[src/rtl/mem_arb_pkg.sv]
// Shared types for the two-port memory arbiter: FSM state encoding and port IDs.
package mem_arb_pkg;

  typedef enum logic [1:0] {
    ST_IDLE = 2'd0,
    ST_MEM  = 2'd1,
    ST_RESP = 2'd2
  } state_t;

  localparam logic PORT_A = 1'b0;
  localparam logic PORT_B = 1'b1;

endpackage

[src/rtl/mem_arbiter_rr_arb2.sv]
// Combinational 2-way round-robin picker; on a tie the port that did not win last time wins.
module rr_arb2
  import mem_arb_pkg::*;
(
  input  logic [1:0] req,
  input  logic       last_grant,
  output logic       gnt_valid,
  output logic       gnt_id
);

  always_comb begin
    gnt_valid = |req;
    gnt_id    = PORT_A;
    if (req == 2'b11) begin
      gnt_id = ~last_grant;
    end else if (req[1]) begin
      gnt_id = PORT_B;
    end
  end

endmodule

[src/rtl/mem_arbiter.sv]
// Round-robin sequencer sharing one single-port memory between ports A and B,
// with captured commands, registered one-cycle responses and a stall timeout.
module mem_arbiter
  import mem_arb_pkg::*;
#(
  parameter int unsigned WIDTH      = 16,
  parameter int unsigned DEPTH      = 64,
  parameter int unsigned ADDR_WIDTH = $clog2(DEPTH),
  parameter int unsigned TIMEOUT    = 16
) (
  input  logic                  clk,
  input  logic                  rst,
  input  logic                  a_valid,
  input  logic                  a_wt_rd,
  input  logic [ADDR_WIDTH-1:0] a_addr,
  input  logic [WIDTH-1:0]      a_wdata,
  output logic                  a_ready,
  output logic [WIDTH-1:0]      a_rdata,
  output logic                  a_err,
  input  logic                  b_valid,
  input  logic                  b_wt_rd,
  input  logic [ADDR_WIDTH-1:0] b_addr,
  input  logic [WIDTH-1:0]      b_wdata,
  output logic                  b_ready,
  output logic [WIDTH-1:0]      b_rdata,
  output logic                  b_err,
  output logic                  m_valid,
  output logic                  m_wt_rd,
  output logic [ADDR_WIDTH-1:0] m_addr,
  output logic [WIDTH-1:0]      m_wdata,
  input  logic [WIDTH-1:0]      m_rdata,
  input  logic                  m_ready,
  output logic                  busy,
  output logic                  grant
);

  localparam int unsigned       CNT_W    = $clog2(TIMEOUT);
  localparam logic [CNT_W-1:0]  CNT_LAST = CNT_W'(TIMEOUT - 1);

  state_t           state_q, state_d;
  logic [CNT_W-1:0] cnt_q;
  logic             last_grant_q;
  logic             gnt_valid, gnt_id;
  logic             take, done_ok, done_to, resp_done;
  logic [WIDTH-1:0] resp_data;

  rr_arb2 u_arb (
    .req        ({b_valid, a_valid}),
    .last_grant (last_grant_q),
    .gnt_valid  (gnt_valid),
    .gnt_id     (gnt_id)
  );

  always_ff @(posedge clk or negedge rst) begin
    if (!rst) state_q <= ST_IDLE;
    else      state_q <= state_d;
  end

  // Next state plus the one-shot events that drive the datapath registers.
  always_comb begin
    state_d = state_q;
    take    = 1'b0;
    done_ok = 1'b0;
    done_to = 1'b0;
    case (state_q)
      ST_IDLE: begin
        if (gnt_valid) begin
          take    = 1'b1;
          state_d = ST_MEM;
        end
      end
      ST_MEM: begin
        if (m_ready) begin
          done_ok = 1'b1;
          state_d = ST_RESP;
        end else if (cnt_q == CNT_LAST) begin
          done_to = 1'b1;
          state_d = ST_RESP;
        end
      end
      ST_RESP: state_d = ST_IDLE;
      default: state_d = ST_IDLE;
    endcase
    resp_done = done_ok | done_to;
    resp_data = (done_ok && !m_wt_rd) ? m_rdata : '0;
  end

  // Command capture, timeout counter and per-port response registers.
  always_ff @(posedge clk or negedge rst) begin
    if (!rst) begin
      cnt_q        <= '0;
      last_grant_q <= PORT_B;
      grant        <= PORT_A;
      m_valid      <= 1'b0;
      m_wt_rd      <= 1'b0;
      m_addr       <= '0;
      m_wdata      <= '0;
      busy         <= 1'b0;
      a_ready      <= 1'b0;
      a_rdata      <= '0;
      a_err        <= 1'b0;
      b_ready      <= 1'b0;
      b_rdata      <= '0;
      b_err        <= 1'b0;
    end else begin
      m_valid <= (state_d == ST_MEM);
      busy    <= (state_d != ST_IDLE);
      a_ready <= 1'b0;
      b_ready <= 1'b0;
      if (take) begin
        grant        <= gnt_id;
        last_grant_q <= gnt_id;
        cnt_q        <= '0;
        if (gnt_id == PORT_B) begin
          m_wt_rd <= b_wt_rd;
          m_addr  <= b_addr;
          m_wdata <= b_wdata;
        end else begin
          m_wt_rd <= a_wt_rd;
          m_addr  <= a_addr;
          m_wdata <= a_wdata;
        end
      end else if (state_q == ST_MEM && !resp_done) begin
        cnt_q <= cnt_q + CNT_W'(1);
      end
      if (resp_done) begin
        if (grant == PORT_B) begin
          b_ready <= 1'b1;
          b_rdata <= resp_data;
          b_err   <= done_to;
        end else begin
          a_ready <= 1'b1;
          a_rdata <= resp_data;
          a_err   <= done_to;
        end
      end
    end
  end

endmodule

[config.mk]
export PLATFORM = sky130hd
export DESIGN_NAME = mem_arbiter
export DESIGN_NICKNAME = d
export VERILOG_FILES = /design/src/rtl/mem_arb_pkg.sv /design/src/rtl/mem_arbiter_rr_arb2.sv /design/src/rtl/mem_arbiter.sv
export SDC_FILE = /design/constraint.sdc
export NUM_CORES = 1
export LEC_CHECK = 0
export ABC_AREA = 1
export CAP_MARGIN = 25
export CORE_ASPECT_RATIO = 1.25
export CORE_UTILIZATION = 30
export DETAILED_ROUTE_END_ITERATION = 8
export PLACE_DENSITY = 0.61
export SYNTH_ARGS = -nofsm -noshare
export SYNTH_HDL_FRONTEND = slang
export SYNTH_SLANG_ARGS = --single-unit
[constraint.sdc]
create_clock -name clk -period 2.7 [get_ports clk]
set_input_delay 0.54 -clock clk [delete_from_list [all_inputs] [get_ports clk]]
set_output_delay 0.54 -clock clk [all_outputs]
set_load 0.05 [all_outputs]
==> impl_metrics.env <==
export IMPL_cpLargestDelayFamily="buffers and inverters"
export IMPL_drv_cap=0
export IMPL_nets=577
export IMPL_place_gp_congestion=0.8489
export IMPL_critPathLaunchType="register"
export IMPL_grt_max_degree=70
export IMPL_drive_above_1_share=0.06628
export IMPL_cts_buffer_depth=2
export IMPL_max_slew_margin=0.4078
export IMPL_synthFlopType="dfrtp_1"
export IMPL_power_density_nw_per_um2=1302
export IMPL_rows=41
export IMPL_slew_violations=0
export IMPL_hold_buffers=0
export IMPL_critPathMaxStageDelay_ps=830
export IMPL_cts_root_buf="clkbuf_16"
export IMPL_portBuffers=128
export IMPL_syn_avg_cell_area_um2=8.279
export IMPL_diodes=0
export IMPL_stdcell_area_um2=4830
export IMPL_post_cts_buffers=0
export IMPL_clock_skew_ps=5.072
export IMPL_crit_chain="clkdlybuf4s50_1"
export IMPL_synthToLayoutAreaGrowth_pct=51.14
export IMPL_antenna_left=0
export IMPL_synthesis_area_um2=3196
export IMPL_die_x_um=94.31
export IMPL_yosys_warnings=0
export IMPL_syn_inst=386
export IMPL_die_y_um=117.4
export IMPL_track_usage=0.1666
export IMPL_start_util=0.3130
export IMPL_finalPower_mw=6.286
export IMPL_end_kind="primary output"
export IMPL_crit_slowest_cell="clkdlybuf4s50_1"
export IMPL_finalSetupTns_ps=0
export IMPL_clock_sinks=69
export IMPL_cts_resized=0
export IMPL_clkTransAtPathRegs_ps=50
export IMPL_path_max_fanout=2
export IMPL_finalHoldViolations=0
export IMPL_via_per_inst=4.659
export IMPL_die_area_um2=11070
export IMPL_peakVddDrop_v=0.0005311
export IMPL_ys_seq_area_frac=0.5407
export IMPL_max_freq_mhz=477.0
export IMPL_cp_required_ps=2160
export IMPL_grt_first_pass_wirelength_um=14270
export IMPL_synth_distinct_cells=21
export IMPL_wl_per_cell_um=13.62
export IMPL_hpwl_um=6479
export IMPL_syn_num_nets=454
export IMPL_first_iter_violations=125
export IMPL_worstSetupPathType="register to primary output"
export IMPL_p_leak_nw=2.388
export IMPL_setup_viol=0
export IMPL_ys_seq_elements=69
export IMPL_fin_crit_ps=2096
export IMPL_dpl_cell_area_um2=4554
export IMPL_synth_async_reset_ratio=1.000
export IMPL_htree_levels=3
export IMPL_grt_antenna_before_repair=0
export IMPL_path_buf_inv=1
export IMPL_rsz0062_at_grt="no"
export IMPL_drc=0
export IMPL_ios=129
export IMPL_grt_pass1_vias=2910
export IMPL_clk_latency_ps=330
export IMPL_r2r_setup_slack_ps=1200
export IMPL_arrival_ps=1560
export IMPL_worstMarginPinSlew_ps=887.4
export IMPL_min_path_type="input port to asynchronous set/reset pin"
export IMPL_numCtsBuffers=9
export IMPL_synth_edf_count=0
export IMPL_vias=2991
export IMPL_core_um2=10210
export IMPL_dr_pass1_iters=4
export IMPL_wirelength_um=8744
export IMPL_status="completed"
export IMPL_final_period_utilization=0.7764
export IMPL_cts_tree="built"
export IMPL_overflow=0
-- report_power, final --
part	switching, mW	total, mW	internal [mW]
logic	2.37	3.43	1.06
registers	0.266	1.75	1.48
clock network	0.403	1.11	0.709
-- flip-flops by register name, summed over array words and instances (netlist names) --
register	count
state_q	2
m_wdata	16
cnt_q	4
a_ready	1
a_err	1
b_ready	1
a_rdata	16
last_grant_q	1
m_addr	6
b_err	1
busy	1
grant	1
m_valid	1
b_rdata	16
m_wt_rd	1
-- cell usage after synthesis (3+ instances only) --
cell type  number  area [um2]
buf_2           7       35.03
nand4_1        33       206.5
buf_4           9       67.56
nand3_1        35       175.2
dfrtp_1        68        1702
nand2_1       199       747.0
nand3_4         3       52.55
nor2_1          3       11.26
inv_2           4       15.01
clkbuf_1        5       18.77
inv_1           7       26.28
-- through the flow --
| stage | cells | hold WS [ps] | setup WS, ps | util |
|---|---|---|---|---|
| floorplan | 386 | 244.4 | 1288 | - |
| global placement | 627 | 454.2 | 682.7 | 0.4461 |
| detailed placement | 627 | 457.8 | 631.9 | 0.4461 |
| CTS | 642 | 237.8 | 589.2 | 0.4731 |
| global route | 642 | 251.4 | 559.9 | 0.4731 |
| finish | 642 | 227.1 | 603.7 | 0.4731 |
-- placed cells by master (no fill, tap or decap) --
master and instances:
inv_1 7, clkdlybuf4s50_1 127, clkbuf_1 4, nand3_4 3, nand2_1 199, nand3_1 35, buf_12 1, dfrtp_1 68
o21ai_0 1, ha_1 1, inv_2 4, nor2_2 2, xor2_1 1, bufinv_16 1, dfstp_2 1, nor2_4 1
clkinv_2 1, nor2_1 3, nand4_1 33, o21ai_4 1, nand2_2 2, buf_2 1, nand2_4 1, buf_4 6
clkbuf_16 9
-- path summary, 6_finish.rpt --
kind / cells after the start / end / from
worst min register to register: 2 / a_rdata[14] / a_rdata[14]
min in group clk: 2 / a_rdata[14] / a_rdata[14]
worst max register to register: 3 / a_rdata[15] / m_wt_rd
worst max-delay path: 1 / m_wdata[10] / m_wdata[10]
worst min-delay path: 2 / b_ready / rst
max in group asynchronous: 2 / last_grant_q / rst
-- metal layers --
layer	part of all wire	track usage	routed length, um	up-vias
li1	-	-	-	1495
met1	0.43	0.2059	3724	1345
met2	0.46	0.2654	4028	136
met3	0.097	0.05707	849	15
met4	0.016	0.06058	141	0
met5	0	0	0	-
-- logic make-up (layout without fill, tap and decap cells) --
kind of cell	after synthesis	count (layout)	share of synthesized area
buffers and inverters	34	161	0.05795
AO/OA/AOI/OAI	2	2	0.006656
flip-flops	69	69	0.5407
adder cells (fa/ha/maj)	1	1	0.003915
XOR/XNOR	1	1	0.002741
AND/OR/NAND/NOR	279	279	0.3880
-- final cells by class --
| cell class | instances | area, um2 |
|---|---|---|
| fillers | 1027 | 5379 |
| flip-flops and latches | 69 | 1728 |
| clock inverters | 2 | 35.03 |
| inverters | 11 | 41.29 |
| well taps | 129 | 161.4 |
| clock buffers | 13 | 240.2 |
| repair buffers | 135 | 1341 |
| multi-input cells | 283 | 1282 |
Power figures use the tool's default switching activity.
